File: config.mk
export PLATFORM = sky130hd
export DESIGN_NAME = freq_bcd_converter
export DESIGN_NICKNAME = d
export VERILOG_FILES = /design/src/rtl/freq_pkg.sv /design/src/rtl/bcd_digit_adj.sv /design/src/rtl/freq_bcd_converter.sv
export SDC_FILE = /design/constraint.sdc
export NUM_CORES = 1
export LEC_CHECK = 0
export CAP_MARGIN = 40
export CORE_AREA = 2 2 110 101
export CTS_CLUSTER_SIZE = 14
export DETAILED_ROUTE_END_ITERATION = 8
export DIE_AREA = 0 0 112 103
export PLACE_DENSITY = 0.81
export SLEW_MARGIN = 10
export SYNTH_ARGS = -nofsm -noshare
export SYNTH_HDL_FRONTEND = slang
export SYNTH_SLANG_ARGS = --single-unit
File: constraint.sdc
create_clock -name clock -period 3.5 [get_ports clock]
set_input_delay 0.525 -clock clock [delete_from_list [all_inputs] [get_ports clock]]
set_output_delay 0.525 -clock clock [all_outputs]
set_load 0.005 [all_outputs]
File: src/rtl/freq_pkg.sv
`default_nettype none
// +----------------------------------------------------------------------+
// | freq_pkg: shared widths, display limit and FSM encoding for the       |
// | frequency counter's binary-to-BCD conversion path.                    |
// | Revision: 1.0                                                         |
// +----------------------------------------------------------------------+
package freq_pkg;

    localparam int BIN_WIDTH_DEF = 32;
    localparam int DIGITS_DEF    = 8;

    // Largest value an 8-digit display can show (99_999_999).
    localparam logic [31:0] MAX_DISPLAY = 32'h05F5E0FF;

    typedef enum logic [1:0] {
        ST_IDLE  = 2'd0,
        ST_SHIFT = 2'd1,
        ST_DONE  = 2'd2
    } state_t;

    // 10^digits - 1, used when DIGITS is overridden away from the default.
    function automatic logic [63:0] max_display_for(input int digits);
        logic [63:0] v;
        v = 64'd1;
        for (int i = 0; i < digits; i++) begin
            v = v * 64'd10;
        end
        return v - 64'd1;
    endfunction

endpackage
`default_nettype wire

File: src/rtl/bcd_digit_adj.sv
`default_nettype none
// +----------------------------------------------------------------------+
// | bcd_digit_adj: double-dabble correction cell, adds 3 to a BCD digit    |
// | that is 5 or more so the following left shift carries correctly.      |
// | Revision: 1.0                                                         |
// +----------------------------------------------------------------------+
module bcd_digit_adj (
    input  logic [3:0] din,
    output logic [3:0] dout
);

    always_comb begin
        dout = din;
        if (din >= 4'd5) begin
            dout = din + 4'd3;
        end
    end

endmodule
`default_nettype wire

File: src/rtl/freq_bcd_converter.sv
`default_nettype none
// +----------------------------------------------------------------------+
// | freq_bcd_converter: sequential shift-and-add-3 binary-to-BCD converter |
// | with held outputs and saturation to all nines on overflow.            |
// | Revision: 1.0                                                         |
// +----------------------------------------------------------------------+
module freq_bcd_converter
    import freq_pkg::*;
#(
    parameter int BIN_WIDTH = BIN_WIDTH_DEF,
    parameter int DIGITS    = DIGITS_DEF
) (
    input  logic                  clock,
    input  logic                  reset,
    input  logic                  start,
    input  logic [BIN_WIDTH-1:0]  bin,
    output logic [4*DIGITS-1:0]   bcd,
    output logic                  busy,
    output logic                  done,
    output logic                  overflow
);

    localparam int          BCD_W     = 4 * DIGITS;
    localparam int          CNT_W     = (BIN_WIDTH > 1) ? $clog2(BIN_WIDTH) : 1;
    localparam logic [63:0] MAX_LIMIT = max_display_for(DIGITS);

    state_t               state;
    state_t               state_next;
    logic [BIN_WIDTH-1:0] shift_reg;
    logic [BCD_W-1:0]     scratch;
    logic [BCD_W-1:0]     adjusted;
    logic [CNT_W-1:0]     iter_cnt;
    logic                 ovf_flag;

    for (genvar g = 0; g < DIGITS; g++) begin : g_digit
        bcd_digit_adj u_adj (
            .din  (scratch[4*g +: 4]),
            .dout (adjusted[4*g +: 4])
        );
    end

    always_ff @(posedge clock or posedge reset) begin
        if (reset) begin
            state <= ST_IDLE;
        end else begin
            state <= state_next;
        end
    end

    always_comb begin
        state_next = state;
        case (state)
            ST_IDLE:  if (start) state_next = ST_SHIFT;
            ST_SHIFT: if (iter_cnt == '0) state_next = ST_DONE;
            ST_DONE:  state_next = ST_IDLE;
            default:  state_next = ST_IDLE;
        endcase
    end

    assign busy = (state != ST_IDLE);

    always_ff @(posedge clock or posedge reset) begin
        if (reset) begin
            shift_reg <= '0;
            scratch   <= '0;
            iter_cnt  <= '0;
            ovf_flag  <= 1'b0;
            bcd       <= '0;
            overflow  <= 1'b0;
            done      <= 1'b0;
        end else begin
            done <= (state == ST_DONE);
            case (state)
                ST_IDLE: begin
                    if (start) begin
                        shift_reg <= bin;
                        scratch   <= '0;
                        iter_cnt  <= CNT_W'(BIN_WIDTH - 1);
                        ovf_flag  <= (64'(bin) > MAX_LIMIT);
                    end
                end
                ST_SHIFT: begin
                    // The truncating cast drops the carry out of the top digit.
                    scratch   <= BCD_W'({adjusted, shift_reg[BIN_WIDTH-1]});
                    shift_reg <= shift_reg << 1;
                    if (iter_cnt != '0) begin
                        iter_cnt <= iter_cnt - CNT_W'(1);
                    end
                end
                ST_DONE: begin
                    bcd      <= ovf_flag ? {DIGITS{4'h9}} : scratch;
                    overflow <= ovf_flag;
                end
                default: ;
            endcase
        end
    end

endmodule
`default_nettype wire
# == Yosys cells after proc, flatten, opt, wreduce, memory -nomap -nowiden ==
# Index checks and enable logic that the tools add are counted.
# totals
reg_bits,106
in_bits,35
out_inout_bits,35
elab_cells,59
# classes
addsub,9
n_lt_le_gt_ge,9
eq_ne,5
n_mux,19
reduce_logical,9
# ops
op,count
$pmux W32 S2,2
$mux W32,3
$ge A4 B3 Y1 const B,8
$gt A32 B27 Y1 const B,1
$add A4 B2 Y4 const B,7
$mux W4,7
$mux W5,2
$pmux W5 S2,1
$ne A2 B2 Y1 const B,3
$reduce_and A2 Y1,3
$logic_not A5 Y1,1
$reduce_bool A5 Y1,1
$sub A5 B1 Y5 const B,1
$mux W2,2
$pmux W2 S2,1
$reduce_bool A2 Y1,2
$add A3 B2 Y3 const B,1
$mux W3,1
$reduce_and A3 Y1,1
$eq A2 B1 Y1 const B,1
$eq A2 B2 Y1 const B,1
$logic_not A2 Y1,1

# == Depth between registers and ports, before layout ==
# depth
ltp_word,3
depth_mapped,6
depth_no_buf,6

# == Modules after synthesis ==
# A second synthesis with hierarchy kept.
# hier_totals
hier_cells,637
area_unflattened_um2,5341.4
# modules_own_cells
mod,instances,cells_per_inst,area_per_inst_um2,seq_area_each_um2
freq_bcd_converter,1,509,4530.6,2652.5
bcd_digit_adj,8,16,101.3,0.0

# == Least setup slack after synthesis ==
# OpenSTA, ideal clock, no wires.
# synth_timing
path_kind,input to register
startpoint,input port bin[11]
endpoint,register ovf_flag
setup_ns,0.129
t_arrival_ns,1.507
required_ns,3.371
slack_ns,1.865
cell_stages,4
path_buffers,0
path_cell_list,or4_1 > nor4_1 > a31o_2 > a31oi_1
# synth_via
elab_chain_cells,1
# synth_rtl
element,line_no,source
start: declaration,freq_bcd_converter.sv:16,"input logic [BIN_WIDTH-1:0] bin,"
$gt A32 B27 Y1,freq_bcd_converter.sv:79,ovf_flag <= (64'(bin) > MAX_LIMIT);
end signal: assignment,freq_bcd_converter.sv:79,
end: declaration,freq_bcd_converter.sv:33,logic ovf_flag;
# No other way between the ends.
# A chain may end at the register's enable or synchronous reset.

# == Final worst setup path ==
# layout_timing
startpoint,input port start
endpoint,register scratch[21]
# layout_via
elab_chain_cells,2
# layout_rtl
element,line_no,source
start: declaration,freq_bcd_converter.sv:15,"input logic start,"
$ne A2 B2 Y1 (no line),-,
$reduce_and A2 Y1 (no line),-,
end signal: assignment,freq_bcd_converter.sv:84,"scratch <= BCD_W'({adjusted, shift_reg[BIN_WIDTH-1]});"
end: declaration,freq_bcd_converter.sv:30,logic [BCD_W-1:0] scratch;
# No other way between the ends.

==> summary.txt <==
Status = completed
Number of DRC markers in iteration 0 = 176
Mean Syn Cell Area = 9.334 um^2
Layout area overhead = 21.70%
Die H = 103 um
Root buffer cell = clkbuf_16
Hold Path End = bcd[1]
Switching share of total power = 38.17%
HPWL Detailed = 7700 um
Die X-Extent = 112 um
Top cell type's share of synthesized area = 51.86%
Routed wire length per instance = 14.84 um
Post-synth EDFFs = 0
Worst hold stages = 2
F_max = 452.1 MHz
Gate power share = 39.2%
DRT Wirelength = 10970 um
Largest net degree at the start of global routing = 80
Remaining global-route overflow = 0
Synth Flop Type = dfrtp_1
Clock transition at path regs = 70 ps
DRC viols = 0
Final Max Slew Viols = 0
Hold_ws = 483.3 ps
Setup bufs post-CTS = 0
Clock Sinks = 106
RSZ-0062 raised after global routing = false
Post-route clock period utilization = 63.19%
Synth Net Count = 600
Worst slew pin tran = 751.7 ps
R2R depth = 4
WL met2 = 4874 um
Final critical-path required period = 2212 ps
R2r startpoint = state[0]
Clk Latency, worst-skew pair = 340 ps
# nets final = 653
Routed wire length on met3 = 742 um
H-tree levels = 3
Syn Std Cell Area = 0.005115 mm^2
Synthesis-stage register bit count = 106
Cell taking the most area after synthesis = dfrtp_1
Worst slack at placement = 963.3 ps
Hold path start = bcd[1]
First-pass GRT wire length = 19000 um
Max VDD drop = 565.3 uV
Clk buf depth = 2
Top Layer Used = met4
Port Buf Inserts = 69
Core Region = 0.01054 mm^2
Routed vias = 4153
Final setup fails = 0
Top cells by area, synth = dfrtp_1 52%, nand2_1 7.4%, o21ai_0 4.6%
Post-route ant nets = 0
Initial antenna violation count = 0
Worst Setup End Kind = flop
CP startpoint kind = input pin
Post-CTS Resized = 0
Pleak = 2.678 nW
Vias in the first global route = 4029
Final worst slack = 1288 ps
Final hold viol count = 0
YS warnings = 0
Hold Buf Count CTS = 0
Slew HR = 49.86%
Crit path max fanout = 33
CTS tree = yes
Reg2reg setup slack = 1400 ps
Vias per cell = 5.620
# rows = 36
Boundary pin count = 70
Fraction of registers with async set or reset after synthesis = 100.0%
Placed Instance Area = 0.005916 mm^2
Reg-to-reg endpoint = scratch[21]
CP required = 3680 ps
Num CTS Buffers = 9
Int Power = 3.105 mW
Pre-Repair DR Iteration Count = 5
Die area = 0.01154 mm^2
Metal1 wirelength = 5255 um
Worst EP arrival = 2390 ps
Power per cell area = 806.6 mW/mm^2
Setup total negative slack = 0 ps
Total track usage = 20.24%
Psw = 1.916 mW
Setup Skew = 10.40 ps
Layout cells sized above 1 = 7.261%
ANT cells = 0
Yosys cell types = 38
Clock power share = 20.6%
Post-route cell area = 0.006225 mm^2
Maxcap violations = 0
Final GP Congestion = 0.8386
Critical path class = in -> reg
Sequential Power Share = 40.2%
Class of the worst hold path = reg -> reg
Initial Utilization = 48.53%
Post-synthesis sequential area ratio = 51.86%
Mapped Cells = 548
## layer usage
layer  vias to the layer above  track usage [%]
met5                         -                0
met4                         0            4.128
met3                         7            4.527
met2                       146            32.73
met1                      2002            28.63
li1                       1998                -
## worst max path at each step
stage          start  slack [ps]     endpoint  depth (start not counted)
3_5_place_dp   start         960  scratch[23]                          5
6_report       start        1290  scratch[21]                          5
4_1_cts        start        1310  scratch[21]                          5
3_3_place_gp   start        1000  scratch[27]                          5
2_1_floorplan  reset         190       bcd[0]                          1
5_1_grt        start        1230  scratch[23]                          5
## layout by cell type, fill, tap and decap left out, types with 2 or more instances in the layout
cell type / Yosys / routed
a21oi_1: 10 / 10
a31oi_1: 34 / 34
a32o_1: 8 / 8
buf_4: 0 / 7
clkbuf_16: 0 / 9
clkdlybuf4s50_1: 0 / 69
clkinvlp_4: 0 / 3
dfrtp_1: 106 / 106
ha_1: 17 / 17
inv_1: 20 / 19
inv_8: 0 / 2
mux2_2: 9 / 9
nand2_1: 101 / 101
nand2b_1: 18 / 16
nand3_1: 26 / 26
nand4_1: 3 / 3
nor2_1: 53 / 53
nor4_1: 2 / 2
o21ai_0: 47 / 47
o21ai_1: 2 / 2
o31ai_1: 23 / 23
or4_1: 2 / 2
xnor2_1: 8 / 8
xor2_1: 8 / 8
## worst max-delay path, cell delays in order
cell,delay [ps]
clkdlybuf4s50_1,470
or3b_2,770
buf_4,360
nand3_1,130
o21ai_0,140
## stage by stage
step	instances	power, mW	utilization, %
2_1_floorplan	548	3.456	-
3_3_place_gp	721	3.831	55.67
3_5_place_dp	723	3.981	56.13
4_1_cts	739	5.034	59.06
5_1_grt	739	5.428	59.06
6_report	739	5.021	59.06
## cell families after synthesis
kind of cell	after synthesis	share of synthesized area, %
simple gates	216	18.84
compound gates	128	15.53
buf+inv	56	4.892
fa+ha+maj	17	4.158
mux	9	1.981
xor+xnor	16	2.740
flops	106	51.86
## area by class of cell
cell class	count	area, um^2
Fill cell	892	4315
Sequential cell	106	2653
Multi-Input combinational cell	386	2228
Timing Repair Buffer	78	790.8
Clock buffer	9	225.2
Tap cell	133	166.4
Clock inverter	7	83.83
Inverter	20	77.57
## power groups by stage
stage | Combinational [mW] | Sequential [mW] | Clock (mW)
2_1_floorplan | 1.54 | 1.92 | 0
3_3_place_gp | 1.81 | 2.02 | 0
3_5_place_dp | 1.95 | 2.03 | 0
4_1_cts | 1.97 | 2.01 | 1.05
5_1_grt | 2.24 | 2.08 | 1.11
6_report | 1.97 | 2.02 | 1.04
## cell usage after synthesis (9+ instances only)
library cell and count:
o31ai_1 23, a21oi_1 10, o21ai_0 47, ha_1 17, clkbuf_1 12, nor2_1 53, buf_2 14, mux2_2 9
nand3_1 26, dfrtp_1 106, nand2_1 101, nand2b_1 18, a31oi_1 34, inv_1 20
Power figures use the tool's default switching activity.
